--- src/rtl/stopwatch_mmss_core.sv ---
// mm:ss stopwatch/countdown core: tick divider, BCD mixed-radix counter, limits, step, DONE/ERR, 7-segment output.
// Optional lap-freeze display is built when STOPWATCH_LAP_EN is defined.
//
// state  | meaning
// S_IDLE | paused; START=1 latches direction and runs
// S_RUN  | counting on each divider tick
// S_DONE | terminal value reached with WRAP=0; Q held
// S_ERR  | speed or direction fault; Q held, error code displayed
module stopwatch_mmss_core #(
    parameter int          TICK_DIV    = 50_000_000,
    parameter int          SPEED_SHIFT = 2,
    parameter logic [15:0] UP_LIMIT    = 16'h5959,
    parameter logic [15:0] DOWN_LIMIT  = 16'h0000,
    parameter logic [15:0] STEP        = 16'h0010,
    parameter bit          WRAP        = 1'b0
) (
    input  logic        clk_in,
    input  logic        RESET,
    input  logic        START,
    input  logic        REVERSE,
    input  logic        SPEED_UP,
    input  logic        SPEED_DOWN,
    input  logic        ADD,
    input  logic        SUBTRACT,
    input  logic        LOAD,
    input  logic [15:0] LOAD_VALUE,
`ifdef STOPWATCH_LAP_EN
    input  logic        LAP,
`endif
    output logic [15:0] Q,
    output logic [27:0] D_Q,
    output logic        DONE,
    output logic        ERROR
);

    typedef enum logic [1:0] {S_IDLE, S_RUN, S_DONE, S_ERR} state_t;

    localparam logic [31:0] P_NORM = 32'(TICK_DIV);
    localparam logic [31:0] P_FAST = 32'(TICK_DIV >> SPEED_SHIFT);
    localparam logic [31:0] P_SLOW = 32'(TICK_DIV << SPEED_SHIFT);

    // Digit radices from sec units upward: 10, 6, 10, 10. Result bit 16 is the final carry.
    function automatic logic [16:0] mmss_add(input logic [15:0] a, input logic [15:0] b);
        logic [4:0]  t;
        logic [3:0]  rad;
        logic        c;
        logic [15:0] s;
        c = 1'b0;
        s = '0;
        for (int i = 0; i < 4; i++) begin
            rad = (i == 1) ? 4'd6 : 4'd10;
            t = {1'b0, a[4*i +: 4]} + {1'b0, b[4*i +: 4]} + {4'b0, c};
            if (t >= {1'b0, rad}) begin
                t = t - {1'b0, rad};
                c = 1'b1;
            end else begin
                c = 1'b0;
            end
            s[4*i +: 4] = t[3:0];
        end
        return {c, s};
    endfunction

    function automatic logic [16:0] mmss_sub(input logic [15:0] a, input logic [15:0] b);
        logic [4:0]  t;
        logic [3:0]  rad;
        logic        c;
        logic [15:0] s;
        c = 1'b0;
        s = '0;
        for (int i = 0; i < 4; i++) begin
            rad = (i == 1) ? 4'd6 : 4'd10;
            t = {1'b0, a[4*i +: 4]} - {1'b0, b[4*i +: 4]} - {4'b0, c};
            if (t[4]) begin
                t = t + {1'b0, rad};
                c = 1'b1;
            end else begin
                c = 1'b0;
            end
            s[4*i +: 4] = t[3:0];
        end
        return {c, s};
    endfunction

    function automatic logic lt16(input logic [15:0] a, input logic [15:0] b);
        logic [16:0] d;
        d = {1'b0, a} - {1'b0, b};
        return d[16];
    endfunction

    function automatic logic mmss_ok(input logic [15:0] v);
        return (v[15:12] <= 4'd9) && (v[11:8] <= 4'd9) && (v[7:4] <= 4'd5) &&
               (v[3:0] <= 4'd9) && !lt16(v, DOWN_LIMIT) && !lt16(UP_LIMIT, v);
    endfunction

    function automatic logic [6:0] seg7(input logic [3:0] d);
        case (d)
            4'd0:    seg7 = 7'h3F;
            4'd1:    seg7 = 7'h06;
            4'd2:    seg7 = 7'h5B;
            4'd3:    seg7 = 7'h4F;
            4'd4:    seg7 = 7'h66;
            4'd5:    seg7 = 7'h6D;
            4'd6:    seg7 = 7'h7D;
            4'd7:    seg7 = 7'h07;
            4'd8:    seg7 = 7'h7F;
            4'd9:    seg7 = 7'h6F;
            default: seg7 = 7'h00;
        endcase
    endfunction

    state_t      r_state, w_state_nxt;
    logic [15:0] r_q, w_q_nxt;
    logic        r_dir, w_dir_nxt;
    logic        r_err_rev, w_err_rev_nxt;
    logic [31:0] r_div;
    logic        r_add_d, r_sub_d;
    logic [31:0] r_blink_cnt;
    logic        r_blink_off;
    logic [27:0] r_dq;

    logic        w_spd_err, w_rev_err;
    logic        w_add_e, w_sub_e, w_step_add, w_step_sub, w_step;
    logic        w_load_ok;
    logic [16:0] w_sum, w_dif, w_inc, w_dec;
    logic [15:0] w_q_add, w_q_sub;
    logic [31:0] w_period;
    logic        w_div_hit, w_tick;
    logic [15:0] w_disp_val;
    logic        w_blank;
    logic [27:0] w_dq_nxt;

`ifdef STOPWATCH_LAP_EN
    logic        r_lap_d, r_lap_frz;
    logic [15:0] r_lap_q;
    logic        w_lap_e;
    assign w_lap_e = LAP & ~r_lap_d;
`endif

    assign w_spd_err  = SPEED_UP & SPEED_DOWN;
    assign w_rev_err  = (r_state == S_RUN) && (REVERSE != r_dir);
    assign w_add_e    = ADD & ~r_add_d;
    assign w_sub_e    = SUBTRACT & ~r_sub_d;
    assign w_step_add = w_add_e & ~w_sub_e;
    assign w_step_sub = w_sub_e & ~w_add_e;
    assign w_step     = w_step_add | w_step_sub;
    assign w_load_ok  = LOAD && mmss_ok(LOAD_VALUE);

    assign w_sum   = mmss_add(r_q, STEP);
    assign w_dif   = mmss_sub(r_q, STEP);
    assign w_inc   = mmss_add(r_q, 16'h0001);
    assign w_dec   = mmss_sub(r_q, 16'h0001);
    assign w_q_add = (w_sum[16] || lt16(UP_LIMIT, w_sum[15:0])) ? UP_LIMIT : w_sum[15:0];
    assign w_q_sub = (w_dif[16] || lt16(w_dif[15:0], DOWN_LIMIT)) ? DOWN_LIMIT : w_dif[15:0];

    assign w_period  = SPEED_UP ? P_FAST : (SPEED_DOWN ? P_SLOW : P_NORM);
    assign w_div_hit = (r_div >= (w_period - 32'd1));
    assign w_tick    = (r_state == S_RUN) && START && w_div_hit;

    always_comb begin
        w_state_nxt   = r_state;
        w_q_nxt       = r_q;
        w_dir_nxt     = r_dir;
        w_err_rev_nxt = r_err_rev;
        if (w_spd_err || w_rev_err) begin
            if (r_state != S_ERR) w_err_rev_nxt = w_rev_err;
            w_state_nxt = S_ERR;
        end else if (r_state == S_ERR) begin
            if (!(r_err_rev && (REVERSE != r_dir))) begin
                w_state_nxt   = S_IDLE;
                w_err_rev_nxt = 1'b0;
            end
        end else begin
            if (w_load_ok) begin
                w_q_nxt = LOAD_VALUE;
            end else if (w_step_add) begin
                w_q_nxt = w_q_add;
            end else if (w_step_sub) begin
                w_q_nxt = w_q_sub;
            end else if (w_tick) begin
                if (!r_dir) begin
                    if (r_q == UP_LIMIT || w_inc[16]) begin
                        if (WRAP) w_q_nxt = DOWN_LIMIT;
                        else      w_state_nxt = S_DONE;
                    end else begin
                        w_q_nxt = w_inc[15:0];
                    end
                end else begin
                    if (r_q == DOWN_LIMIT || w_dec[16]) begin
                        if (WRAP) w_q_nxt = UP_LIMIT;
                        else      w_state_nxt = S_DONE;
                    end else begin
                        w_q_nxt = w_dec[15:0];
                    end
                end
            end
            case (r_state)
                S_IDLE: if (START) begin
                    w_state_nxt = S_RUN;
                    w_dir_nxt   = REVERSE;
                end
                S_RUN:  if (!START) w_state_nxt = S_IDLE;
                S_DONE: if (!START || w_load_ok || w_step) w_state_nxt = S_IDLE;
                default: ;
            endcase
        end
    end

    always_comb begin
        w_disp_val = r_q;
        w_blank    = 1'b0;
        if (r_state == S_ERR) begin
            if (r_err_rev && !w_spd_err) begin
                w_disp_val = 16'h1111;
            end else begin
                w_disp_val = 16'h5555;
                w_blank    = r_blink_off;
            end
        end
`ifdef STOPWATCH_LAP_EN
        else if (r_lap_frz) begin
            w_disp_val = r_lap_q;
        end
`endif
        w_dq_nxt = w_blank ? 28'd0 : {seg7(w_disp_val[15:12]), seg7(w_disp_val[11:8]),
                                      seg7(w_disp_val[7:4]),   seg7(w_disp_val[3:0])};
    end

    always_ff @(posedge clk_in) begin
        if (RESET) begin
            r_state     <= S_IDLE;
            r_q         <= 16'h0000;
            r_dir       <= 1'b0;
            r_err_rev   <= 1'b0;
            r_div       <= '0;
            r_add_d     <= 1'b0;
            r_sub_d     <= 1'b0;
            r_blink_cnt <= '0;
            r_blink_off <= 1'b0;
            r_dq        <= {4{7'h3F}};
        end else begin
            r_state   <= w_state_nxt;
            r_q       <= w_q_nxt;
            r_dir     <= w_dir_nxt;
            r_err_rev <= w_err_rev_nxt;
            r_add_d   <= ADD;
            r_sub_d   <= SUBTRACT;
            r_dq      <= w_dq_nxt;
            // A load or step restarts the period so the next tick is a full interval away.
            if (r_state == S_RUN && w_state_nxt == S_RUN && !(w_load_ok || w_step || w_div_hit))
                r_div <= r_div + 32'd1;
            else
                r_div <= '0;
            if (r_state != S_ERR) begin
                r_blink_cnt <= '0;
                r_blink_off <= 1'b0;
            end else if (r_blink_cnt >= (P_NORM - 32'd1)) begin
                r_blink_cnt <= '0;
                r_blink_off <= ~r_blink_off;
            end else begin
                r_blink_cnt <= r_blink_cnt + 32'd1;
            end
        end
    end

`ifdef STOPWATCH_LAP_EN
    always_ff @(posedge clk_in) begin
        if (RESET) begin
            r_lap_d   <= 1'b0;
            r_lap_frz <= 1'b0;
            r_lap_q   <= 16'h0000;
        end else begin
            r_lap_d <= LAP;
            if (r_state != S_RUN || w_state_nxt != S_RUN) begin
                r_lap_frz <= 1'b0;
            end else if (w_lap_e) begin
                r_lap_frz <= ~r_lap_frz;
                r_lap_q   <= r_q;
            end
        end
    end
`endif

    assign Q     = r_q;
    assign D_Q   = r_dq;
    assign DONE  = (r_state == S_DONE);
    assign ERROR = (r_state == S_ERR);

endmodule

--- config.mk ---
export PLATFORM = sky130hd
export DESIGN_NAME = stopwatch_mmss_core
export DESIGN_NICKNAME = d
export VERILOG_FILES = /design/src/rtl/stopwatch_mmss_core.sv
export SDC_FILE = /design/constraint.sdc
export NUM_CORES = 1
export LEC_CHECK = 0
export CAP_MARGIN = 10
export CORE_UTILIZATION = 35
export CTS_CLUSTER_DIAMETER = 30
export DETAILED_ROUTE_END_ITERATION = 10
export GPL_TIMING_DRIVEN = 0
export PLACE_DENSITY = 0.57
export SETUP_SLACK_MARGIN = 0.15
export SLEW_MARGIN = 20
export SYNTH_ARGS = -nofsm -noshare
export SYNTH_HDL_FRONTEND = slang
export SYNTH_SLANG_ARGS = --single-unit
--- constraint.sdc ---
create_clock -name clk_in -period 12.2 [get_ports clk_in]
set_input_delay 3.66 -clock clk_in [delete_from_list [all_inputs] [get_ports clk_in]]
set_output_delay 3.66 -clock clk_in [all_outputs]
set_load 0.02 [all_outputs]
# [After elaboration in Yosys (flattened, before gate mapping)]
# Memories as Yosys holds them, arrays and structs flattened.
# Cells that the tools add are included.
[op_classes] addsub=35 order_cmp=14 eq_ne=12 mux=64 bitwise=14 n_reduce_logical=36
[ops] cell="16-bit 2-to-1 mux" count=10
[ops] cell="32-bit by 1-bit adder with 32-bit output, second input constant" count=2
[ops] cell="4-bit 2-to-1 mux" count=15
[ops] cell="28-bit 2-to-1 mux" count=2
[ops] cell="15-bit by 16-bit subtractor with 17-bit output, first input constant" count=2
[ops] cell="32-bit by 26-bit >= comparator with 1-bit output, second input constant" count=1
[ops] cell="32-bit >= comparator" count=1
[ops] cell="28-bit by 1-bit subtractor with 29-bit output, second input constant" count=1
[ops] cell="27-bit 2-to-1 mux" count=1
[ops] cell="2-bit 2-to-1 mux" count=13
[ops] cell="4-bit by 1-bit adder with 5-bit output" count=5
[ops] cell="5-bit by 4-bit >= comparator with 1-bit output, second input constant" count=5
[ops] cell="4-bit by 1-bit subtractor with 5-bit output" count=5
[ops] cell="4-bit subtractor, second input constant" count=6
[ops] cell="1-bit 2-to-1 mux" count=21
[ops] cell="4-bit adder, second input constant" count=5
[ops] cell="16-bit by 15-bit == test with 1-bit output, second input constant" count=1
[ops] cell="16-bit zero test" count=1
[ops] cell="15-bit 2-to-1 mux" count=1
[ops] cell="4-bit <= comparator, second input constant" count=3
[ops] cell="1-bit logical AND" count=12
[ops] cell="4-bit by 1-bit adder with 5-bit output, second input constant" count=2
[ops] cell="5-bit by 3-bit >= comparator with 1-bit output, second input constant" count=2
[ops] cell="5-bit != test, second input constant" count=2
[ops] cell="27 further kinds" count=56
[totals] regBits=115 mem_bits_ro=448 in_bits=25 out_inout_bits=46 mem_count=4
[memory_table] name="(no name shown)" depth=16 width=7 rd=1 rd_clocked_by_memory_dff=0 wr=0 line="97" rtl="case (d)"
[memory_table] name="(no name shown)" depth=16 width=7 rd=1 rd_clocked_by_memory_dff=0 wr=0 line="97"
[memory_table] name="(no name shown)" depth=16 width=7 rd=1 rd_clocked_by_memory_dff=0 wr=0 line="97"
[memory_table] name="(no name shown)" depth=16 width=7 rd=1 rd_clocked_by_memory_dff=0 wr=0 line="97"

# [Depth between registers and ports, before layout]
# Gate-level depths: netlist (run 1).
[logic_depth] ltp_word=28 ltp_mapped=38

# [Worst setup path after synthesis (run 1)]
# No wires, ideal clock.
[synth_timing] path_type="reg2reg" startpoint="reg r_q[0] (netlist: Q[0])" endpoint="reg r_q[2] (netlist: Q[2])" setup_time_ns=0.091 t_arrival_ns=6.754 t_required_ns=12.109 setup_slack_ns=5.355 stages_incl_launch_ff=35 period_less_slack_ns=6.845 cell_sequence="dfxtp_1 -> clkbuf_1 -> inv_1 -> ha_1 -> nor3_1 -> nand2b_1 -> ha_1 -> inv_1 -> ha_1 -> xor2_1 -> ha_1 -> nor3_2 -> inv_1 -> ha_1 -> ha_1 -> xnor2_1 -> ha_1 -> a21oi_1 -> o31ai_2 -> nand2_1 -> ha_1 -> ha_1 -> clkbuf_1 -> xnor2_1 -> ha_1 -> clkbuf_1 -> nor2_1 -> nand3_1 -> and3b_1 -> o21ai_1 -> o21ai_0 -> a22oi_1 -> o2111ai_1 -> a221o_1 -> a311oi_1"
[synth_via] elab_chain_cells=16
[synth_lines] element="start: declaration" line="113" rtl="logic [15:0] r_q, w_q_nxt;"
[synth_lines] element="start signal: assignment" line="243" rtl="r_q <= w_q_nxt;"
[synth_lines] element="4-bit >= comparator" line="53" rtl="if (t >= {1'b0, rad}) begin"
[synth_lines] element="1-bit 2-to-1 mux" line="53"
[synth_lines] element="5-bit by 1-bit adder with 5-bit output" line="52" rtl="t = {1'b0, a[4*i +: 4]} + {1'b0, b[4*i +: 4]} + {4'b0, c};"
[synth_lines] element="5-bit by 3-bit >= comparator with 1-bit output" line="53"
[synth_lines] element="1-bit 2-to-1 mux" line="53"
[synth_lines] element="4-bit by 1-bit adder with 5-bit output" line="52"
[synth_lines] element="5-bit by 4-bit >= comparator with 1-bit output" line="53"
[synth_lines] element="1-bit 2-to-1 mux" line="53"
[synth_lines] element="4-bit by 1-bit adder with 5-bit output" line="52"
[synth_lines] element="4-bit subtractor or 5-bit by 4-bit >= comparator with 1-bit output (tied branches)" line="54, 53"
[synth_lines] element="4-bit 2-to-1 mux" line="53"
[synth_lines] element="15-bit by 16-bit subtractor with 17-bit output" line="87" rtl="d = {1'b0, a} - {1'b0, b};"
[synth_lines] element="1-bit logical OR" line="153" rtl="assign w_q_add = (w_sum[16] || lt16(UP_LIMIT, w_sum[15:0])) ? UP_LIMIT : w_sum[15:0];"
[synth_lines] element="16-bit 2-to-1 mux" line="153"
[synth_lines] element="16-bit 2-to-1 mux" line="176" rtl="end else if (w_step_add) begin"
[synth_lines] element="16-bit 2-to-1 mux" line="174" rtl="if (w_load_ok) begin"
# Several ways; a longest one is shown, not always the timed one. The select of a mux whose other input is x is not followed.
# A chain may end at the register's enable or synchronous reset.

# [Final worst setup path (run 1)]
# Ends and elaborated chain as after synthesis.

==> results of run 1 <==
-- final timing paths --
| check | slack, ns | cells after the start | start | endpoint |
|---|---|---|---|---|
| setup / recovery | 3.71 | 34 | Q[0] | Q[2] |
| hold / removal | 0.46 | 1 | r_div[0] | r_div[0] |
| setup reg to reg | 3.71 | 34 | Q[0] | Q[2] |
| hold reg to reg | 0.46 | 1 | r_div[0] | r_div[0] |
-- power groups by stage --
stage          Combinational (mW)  Sequential, mW  Clock [mW]
2_1_floorplan               0.366           0.451           0
3_3_place_gp                0.547           0.430           0
3_5_place_dp                0.549           0.430           0
4_1_cts                     0.553           0.422       0.507
5_1_grt                     0.618           0.425       0.525
6_report                    0.557           0.422       0.496
-- through the flow --
step	instances	setup WS [ns]	utilization, %	power (mW)
floorplan	1065	5.36	-	0.817
global placement	1448	3.92	40.9	0.977
detailed placement	1448	3.88	41.0	0.979
CTS	1480	3.83	43.5	1.48
global route	1480	3.15	43.5	1.57
finish	1480	3.71	43.5	1.48
-- state kept, by name (all words and copies together) (netlist names) --
register / cells
r_blink_off: 1
r_state: 2
Q: 16
D_Q: 28
r_add_d: 1
r_dir: 1
r_blink_cnt: 32
r_sub_d: 1
r_div: 32
r_err_rev: 1
-- routing by layer --
metal	vias to the layer above	part of all wire, %	track usage [%]
met2	232	46	33.6
met3	50	6.1	3.96
met5	-	0.055	0
met1	3658	45	25.3
li1	3930	-	-
met4	2	3.5	8.53
-- critical path: cells and delay by family, from the launching register on --
family                     cells  cell delay (ns)
xor gates and xnor gates       3             0.55
and+or+nand+nor                7             1.42
AOI/OAI and AO/OA              8             2.35
DFF                            1             0.46
adders and majority gates     10             2.52
buffers and inverters          6             1.05
-- cells by family after synthesis --
group           after synthesis  share of synthesized area, %
xor+xnor                     80                          8.55
other cells                   1                        0.0457
fa+ha+maj                    86                          13.1
flops                       115                          28.1
mux                           9                          1.10
buf+inv                     101                          4.78
simple gates                400                          23.0
compound gates              264                          21.4
-- Yosys cell counts, types with 7 or more instances --
library cell,count,area [um2]
sky130_fd_sc_hd__a21oi_1,70,350
sky130_fd_sc_hd__a22oi_1,7,52.6
sky130_fd_sc_hd__o211ai_1,11,82.6
sky130_fd_sc_hd__mux2i_1,9,90.1
sky130_fd_sc_hd__nor3_1,17,85.1
sky130_fd_sc_hd__xor2_1,37,324
sky130_fd_sc_hd__nand3_1,42,210
sky130_fd_sc_hd__nor2b_1,16,100
sky130_fd_sc_hd__ha_1,86,1080
sky130_fd_sc_hd__nor2_1,136,510
sky130_fd_sc_hd__nand2b_1,16,100
sky130_fd_sc_hd__a211oi_1,9,67.6
sky130_fd_sc_hd__a31oi_1,19,119
sky130_fd_sc_hd__and3_1,12,75.1
sky130_fd_sc_hd__clkbuf_1,32,120
sky130_fd_sc_hd__nand2_1,97,364
sky130_fd_sc_hd__nor4_1,8,50.1
sky130_fd_sc_hd__nand4_1,14,87.6
sky130_fd_sc_hd__o21ai_0,61,305
sky130_fd_sc_hd__inv_1,52,195
sky130_fd_sc_hd__o21bai_1,10,75.1
sky130_fd_sc_hd__a221oi_1,7,61.3
sky130_fd_sc_hd__a311oi_1,7,61.3
sky130_fd_sc_hd__buf_2,7,35.0
sky130_fd_sc_hd__or2_2,14,87.6
sky130_fd_sc_hd__xnor2_1,43,377
sky130_fd_sc_hd__dfxtp_1,115,2300
-- area by class of cell --
type,count,area (um2)
Inverter,55,206
Timing Repair Buffer,70,701
Clock buffer,17,425
Multi-Input combinational cell,849,5540
Fill cell,2320,12900
Buffer,46,185
Sequential cell,115,2300
Clock inverter,15,155
Tap cell,313,392
==> Flow_metrics.wiki, run 1 <==
{| class="wikitable"
! Metric !! Value
|-
| Setup TNS after final layout || 0 ns
|-
| Number of optimization iterations in the first detailed-route pass || 5
|-
| Clock latency at the later pin of the worst-skew pair || between 0.4 and 0.5 ns
|-
| Critical path's slowest cell || sky130_fd_sc_hd__o2111ai_1
|-
| Path type of the worst setup path || reg2reg
|-
| Crit path launch type || register
|-
| Proportion of power drawn by combinational gates || between 30% and 40%
|-
| Post-synthesis to final-layout area growth || 20.9%
|-
| Required time of the critical path || 12.53 ns
|-
| Maximum clock frequency || roughly 0.12 GHz
|-
| Kind of end point of the critical path || register
|-
| Vertical die dimension || 155 um
|-
| Synth Cell Area || a little over 8000 um2
|-
| Leak Pwr || 3.90 nW
|-
| Final design area excluding fillers || approximately 9900 um2
|-
| Clock tree from TritonCTS || yes
|-
| Net total in the final layout || between 1000 and 1500
|-
| Max H-tree Level || 4
|-
| Headroom to the max-slew limit || slightly above 30%
|-
| Number of remaining DRC errors || 0
|-
| Run status || finished clean
|-
| Kind of path behind the tightest hold check || reg2reg
|-
| Cell-internal power || ~0.93 mW
|-
| Global router's overall resource usage || roughly a fifth
|-
| Shortest period the worst path allows || approximately 8.5 ns
|-
| Clock Sink Count || roughly 120
|-
| Vias in the first global route || approximately 7300
|-
| Number of instances in the synthesized netlist || roughly 1100
|-
| Fin Hold WS || roughly 0.46 ns
|-
| Commonest non-fill, non-tap cells in the layout || sky130_fd_sc_hd__nor2_1, sky130_fd_sc_hd__dfxtp_1, sky130_fd_sc_hd__nand2_1
|-
| Total I/O pin count || 71
|-
| Largest net degree at the start of global routing || 17
|-
| Clock Skews || approximately 0.0095 ns
|-
| Drt initial violations || 461
|-
| Number of buffers inserted by port buffering || 70
|-
| Syn_area_per_cell || roughly 7.8 um2
|-
| Max-Cap Viols || 0
|-
| Bufs on Longest Clock Path || 2
|-
| Final period util || 69.6%
|-
| Total grt overflow || 0
|-
| Switching power || ~0.54 mW
|-
| Clk network pwr share || roughly a third
|-
| Crit-path max FO || 10
|-
| Initial antenna violation count || 2
|-
| Sequential fraction of design power || 28.6%
|-
| Number of setup buffers added after CTS || 0
|-
| Post-synthesis register bit count || roughly 120
|-
| Detailed placer's ending HPWL || 17900 um
|-
| Number of antenna cells inserted || 0
|-
| YS warnings || 0
|-
| Pins over their slew limit || 0
|-
| Maximum single-stage delay on the critical path || 0.56 ns
|-
| First-pass GRT wire length || roughly 38000 um
|-
| Crit path arrival time || 8.81 ns
|-
| Endpoints failing setup || 0
|-
| CP most frequent cell || sky130_fd_sc_hd__ha_1
|-
| Area of the core || ~23000 um2
|-
| Effective utilization at floorplan || around 36%
|-
| Die Wd || between 150 and 200 um
|-
| Routed wire per std cell || between 15 and 20 um
|-
| Clock root buffer || sky130_fd_sc_hd__clkbuf_16
|-
| Number of distinct library cell variants in the gate-level netlist after synthesis || 72
|-
| Setup repair after global routing missed its margin || no
|-
| Fraction of the yosys area taken by sequential cells || 28.1%
|-
| Resized Gates After CTS || 0
|-
| Number of enable-type register cells in the synthesized netlist || 0
|-
| Measured slew at the worst slew-check pin || 1.03 ns
|-
| Hold Violations, Final || 0
|-
| Most common cell after layout, fill and taps aside || sky130_fd_sc_hd__nor2_1
|-
| Number of buffers added by the clock tree synthesis step || 17
|-
| Total power density per cell area || around 150 nW/um2
|-
| Clock input transition at the sequential cells of the worst setup and hold paths || ~0.060 ns
|-
| Hold_buf cts || 0
|-
| Cell Area, Placed || 9330 um2
|-
| RePlAce Congestion || approximately 0.94
|-
| Post-synthesis async set-or-reset flop share || 0%
|-
| Top FF cell, synth || sky130_fd_sc_hd__dfxtp_1
|-
| Number of antenna-violating nets in the routed design || 0
|-
| Share of cells above drive strength 1 || roughly 6.2%
|-
| Ratio of routed vias to standard cells || between 5 and 6
|-
| Routed Wire Length || 23600 um
|-
| Switching Share || a little under two fifths
|-
| Worst supply voltage drop on vdd || 0.0937 mV
|-
| Die ar. || 24000 um2
|-
| Vias after detailed routing || just under 8000
|-
| Num rows || between 50 and 60
|}
No activity file was read; power rests on OpenSTA's default activity.
==> run 2, diff against run 1 <==
==> constraint.sdc (replaced) <==
create_clock -name clk_in -period 8.19 [get_ports clk_in]
set_input_delay 2.457 -clock clk_in [delete_from_list [all_inputs] [get_ports clk_in]]
set_output_delay 2.457 -clock clk_in [all_outputs]
set_load 0.02 [all_outputs]
==> Flow_metrics.wiki, run 2 (synthesized netlist as in run 1, its figures left out) <==
{| class="wikitable"
! Metric !! Value
|-
| Run status || finished clean
|-
| Clock Skews || 0.00927 ns (-0.000259 ns)
|-
| Ratio of routed vias to standard cells || 5.32 (about the same)
|-
| Routed Wire Length || 23800 um (+0.52%)
|-
| Vias after detailed routing || 7916 (+0.56%)
|-
| Detailed placer's ending HPWL || 17900 um (unchanged)
|-
| Setup repair after global routing missed its margin || no
|-
| Die ar. || 24000 um2 (unchanged)
|-
| Critical path's slowest cell || sky130_fd_sc_hd__dfxtp_2
|-
| Drt initial violations || 555 (+20%)
|-
| Most common cell after layout, fill and taps aside || sky130_fd_sc_hd__nor2_1
|-
| Total I/O pin count || 71 (unchanged)
|-
| Vertical die dimension || 155 um (unchanged)
|-
| Routed wire per std cell || 16.0 um (about the same)
|-
| Required time of the critical path || 8.52 ns (-4.01 ns)
|-
| RePlAce Congestion || 0.944 (unchanged)
|-
| Number of standard cells in the final layout excluding fillers || 1487 (+0.47%)
|-
| Number of antenna-violating nets in the routed design || 0 (unchanged)
|-
| Maximum clock frequency || 0.133 GHz (+13%)
|-
| Max H-tree Level || 4 (unchanged)
|-
| Num rows || 55 (unchanged)
|-
| Crit path launch type || register
|-
| Endpoints failing setup || 0 (unchanged)
|-
| Final design area excluding fillers || 10100 um2 (+1.4%)
|-
| Kind of cell with the highest combined delay on the critical path || adder cells
|-
| Crit path arrival time || 7.83 ns (-0.98 ns)
|-
| First-pass GRT wire length || 38100 um (about the same)
|-
| Vias in the first global route || 7344 (-0.068%)
|-
| Measured slew at the worst slew-check pin || 1.04 ns (+0.0139 ns)
|-
| Pins over their slew limit || 0 (unchanged)
|-
| Kind of path behind the tightest hold check || reg2reg
|-
| Total power density per cell area || 221 nW/um2 (+49%)
|-
| Clock root buffer || sky130_fd_sc_hd__clkbuf_16
|-
| Number of buffers added by the clock tree synthesis step || 17 (unchanged)
|-
| Area of the core || 22800 um2 (unchanged)
|-
| Share of cells above drive strength 1 || 8.01% (+1.8 points)
|-
| Shortest period the worst path allows || 7.50 ns (-0.989 ns)
|-
| Kind of end point of the critical path || register
|-
| Setup TNS after final layout || 0 ns (unchanged)
|-
| Crit-path max FO || 10 (unchanged)
|-
| Number of remaining DRC errors || 0 (unchanged)
|-
| Number of antenna cells inserted || 0 (unchanged)
|-
| Pwr Total || 2.22 mW (+51%)
|-
| CP most frequent cell || sky130_fd_sc_hd__ha_1
|-
| Cell Area, Placed || 9330 um2 (unchanged)
|-
| Max-Cap Viols || 0 (unchanged)
|-
| Clock Sink Count || 115 (unchanged)
|-
| Final period util || 91.5% (+22 points)
|-
| Clock tree from TritonCTS || yes
|-
| Maximum single-stage delay on the critical path || 0.39 ns (-0.17 ns)
|-
| Total grt overflow || 0 (unchanged)
|-
| Die Wd || 155 um (unchanged)
|-
| Initial antenna violation count || 2 (unchanged)
|-
| Clock latency at the later pin of the worst-skew pair || 0.43 ns (about the same)
|-
| Bufs on Longest Clock Path || 2 (unchanged)
|-
| Effective utilization at floorplan || 36.0% (unchanged)
|-
| Largest net degree at the start of global routing || 17 (unchanged)
|-
| Commonest non-fill, non-tap cells in the layout || sky130_fd_sc_hd__nor2_1, sky130_fd_sc_hd__dfxtp_1, sky130_fd_sc_hd__nand2_1
|-
| Clock input transition at the sequential cells of the worst setup and hold paths || 0.06 ns (about the same)
|-
| Placed instance count || 1448 (unchanged)
|-
| Post-synthesis to final-layout area growth || 22.6%
|-
| Headroom to the max-slew limit || 29.8% (-0.94 points)
|-
| Number of optimization iterations in the first detailed-route pass || 5 (unchanged)
|-
| Leak Pwr || 3.95 nW (+1.3%)
|-
| Global router's overall resource usage || 20.2% (about the same)
|-
| Worst supply voltage drop on vdd || 0.139 mV (+48%)
|-
| Net total in the final layout || 1272 (+0.55%)
|-
| Worst Path Buf+Inv || 6 (unchanged)
|-
| Number of buffers inserted by port buffering || 70 (unchanged)
|-
| Path type of the worst setup path || reg2reg
|-
| Hold Violations, Final || 0 (unchanged)
|}
## run 2: changes by cell type in the layout (fill, tap and decap cells not counted), sizes merged
cell and change:
clkbuf -1, buf +8
## run 2: final timing paths
| kind | depth (start not counted) | slack (ns) | end | startpoint |
|---|---|---|---|---|
| max | 34 | 0.69 | Q[2] | Q[0] |
| min | 1 | 0.46 | r_div[0] | r_div[0] |
| max reg2reg | 34 | 0.69 | Q[2] | Q[0] |
| min reg2reg | 1 | 0.46 | r_div[0] | r_div[0] |
## run 2: worst register-to-register path, delay by kind of cell, from the launching register on
kind,cells,cell delay (ns)
AO/OA/AOI/OAI,8,1.97
adder cells (fa/ha/maj),10,2.48
buffers and inverters,6,0.82
AND/OR/NAND/NOR,7,1.18
XOR/XNOR,3,0.54
flip-flops,1,0.39
## run 2: through the flow
step	utilization [%]	setup WS, ns	hold WS [ns]
3_3_place_gp	40.9	-0.0884	0.446
2_1_floorplan	-	1.35	0.430
5_1_grt	44.1	0.192	0.484
3_5_place_dp	41.0	-0.128	0.453
6_report	44.1	0.693	0.462
4_1_cts	43.6	0.214	0.467
## run 2: final cells by class
class,count,area (um2)
Multi-Input combinational cell,849,5610
Sequential cell,115,2310
Clock inverter,15,155
Fill cell,2313,12700
Buffer,46,196
Tap cell,313,392
Timing Repair Buffer,77,753
Clock buffer,17,425
Inverter,55,209
## run 2: what timing repair did
| action | CTS | global route |
|---|---|---|
| resized for setup | 5 | 23 |
| hold buffers | 0 | 0 |
| pin swaps | 0 | 6 |
| endpoints found under the setup margin | 15 | 16 |
| setup buffers | 0 | 7 |
## run 2: power by group
part | switching (mW) | internal (mW) | total (mW)
sequential | 0.0318 | 0.598 | 0.630
combinational | 0.495 | 0.360 | 0.855
clock | 0.291 | 0.449 | 0.740
## run 2: metal layers
layer  routed length [um]  part of all wire [%]  global-route usage [%]
met5                   13                 0.055                       0
met1                10500                    44                    25.4
met2                10800                    46                    33.6
met3                 1610                   6.8                    3.96
met4                  841                   3.5                    8.53
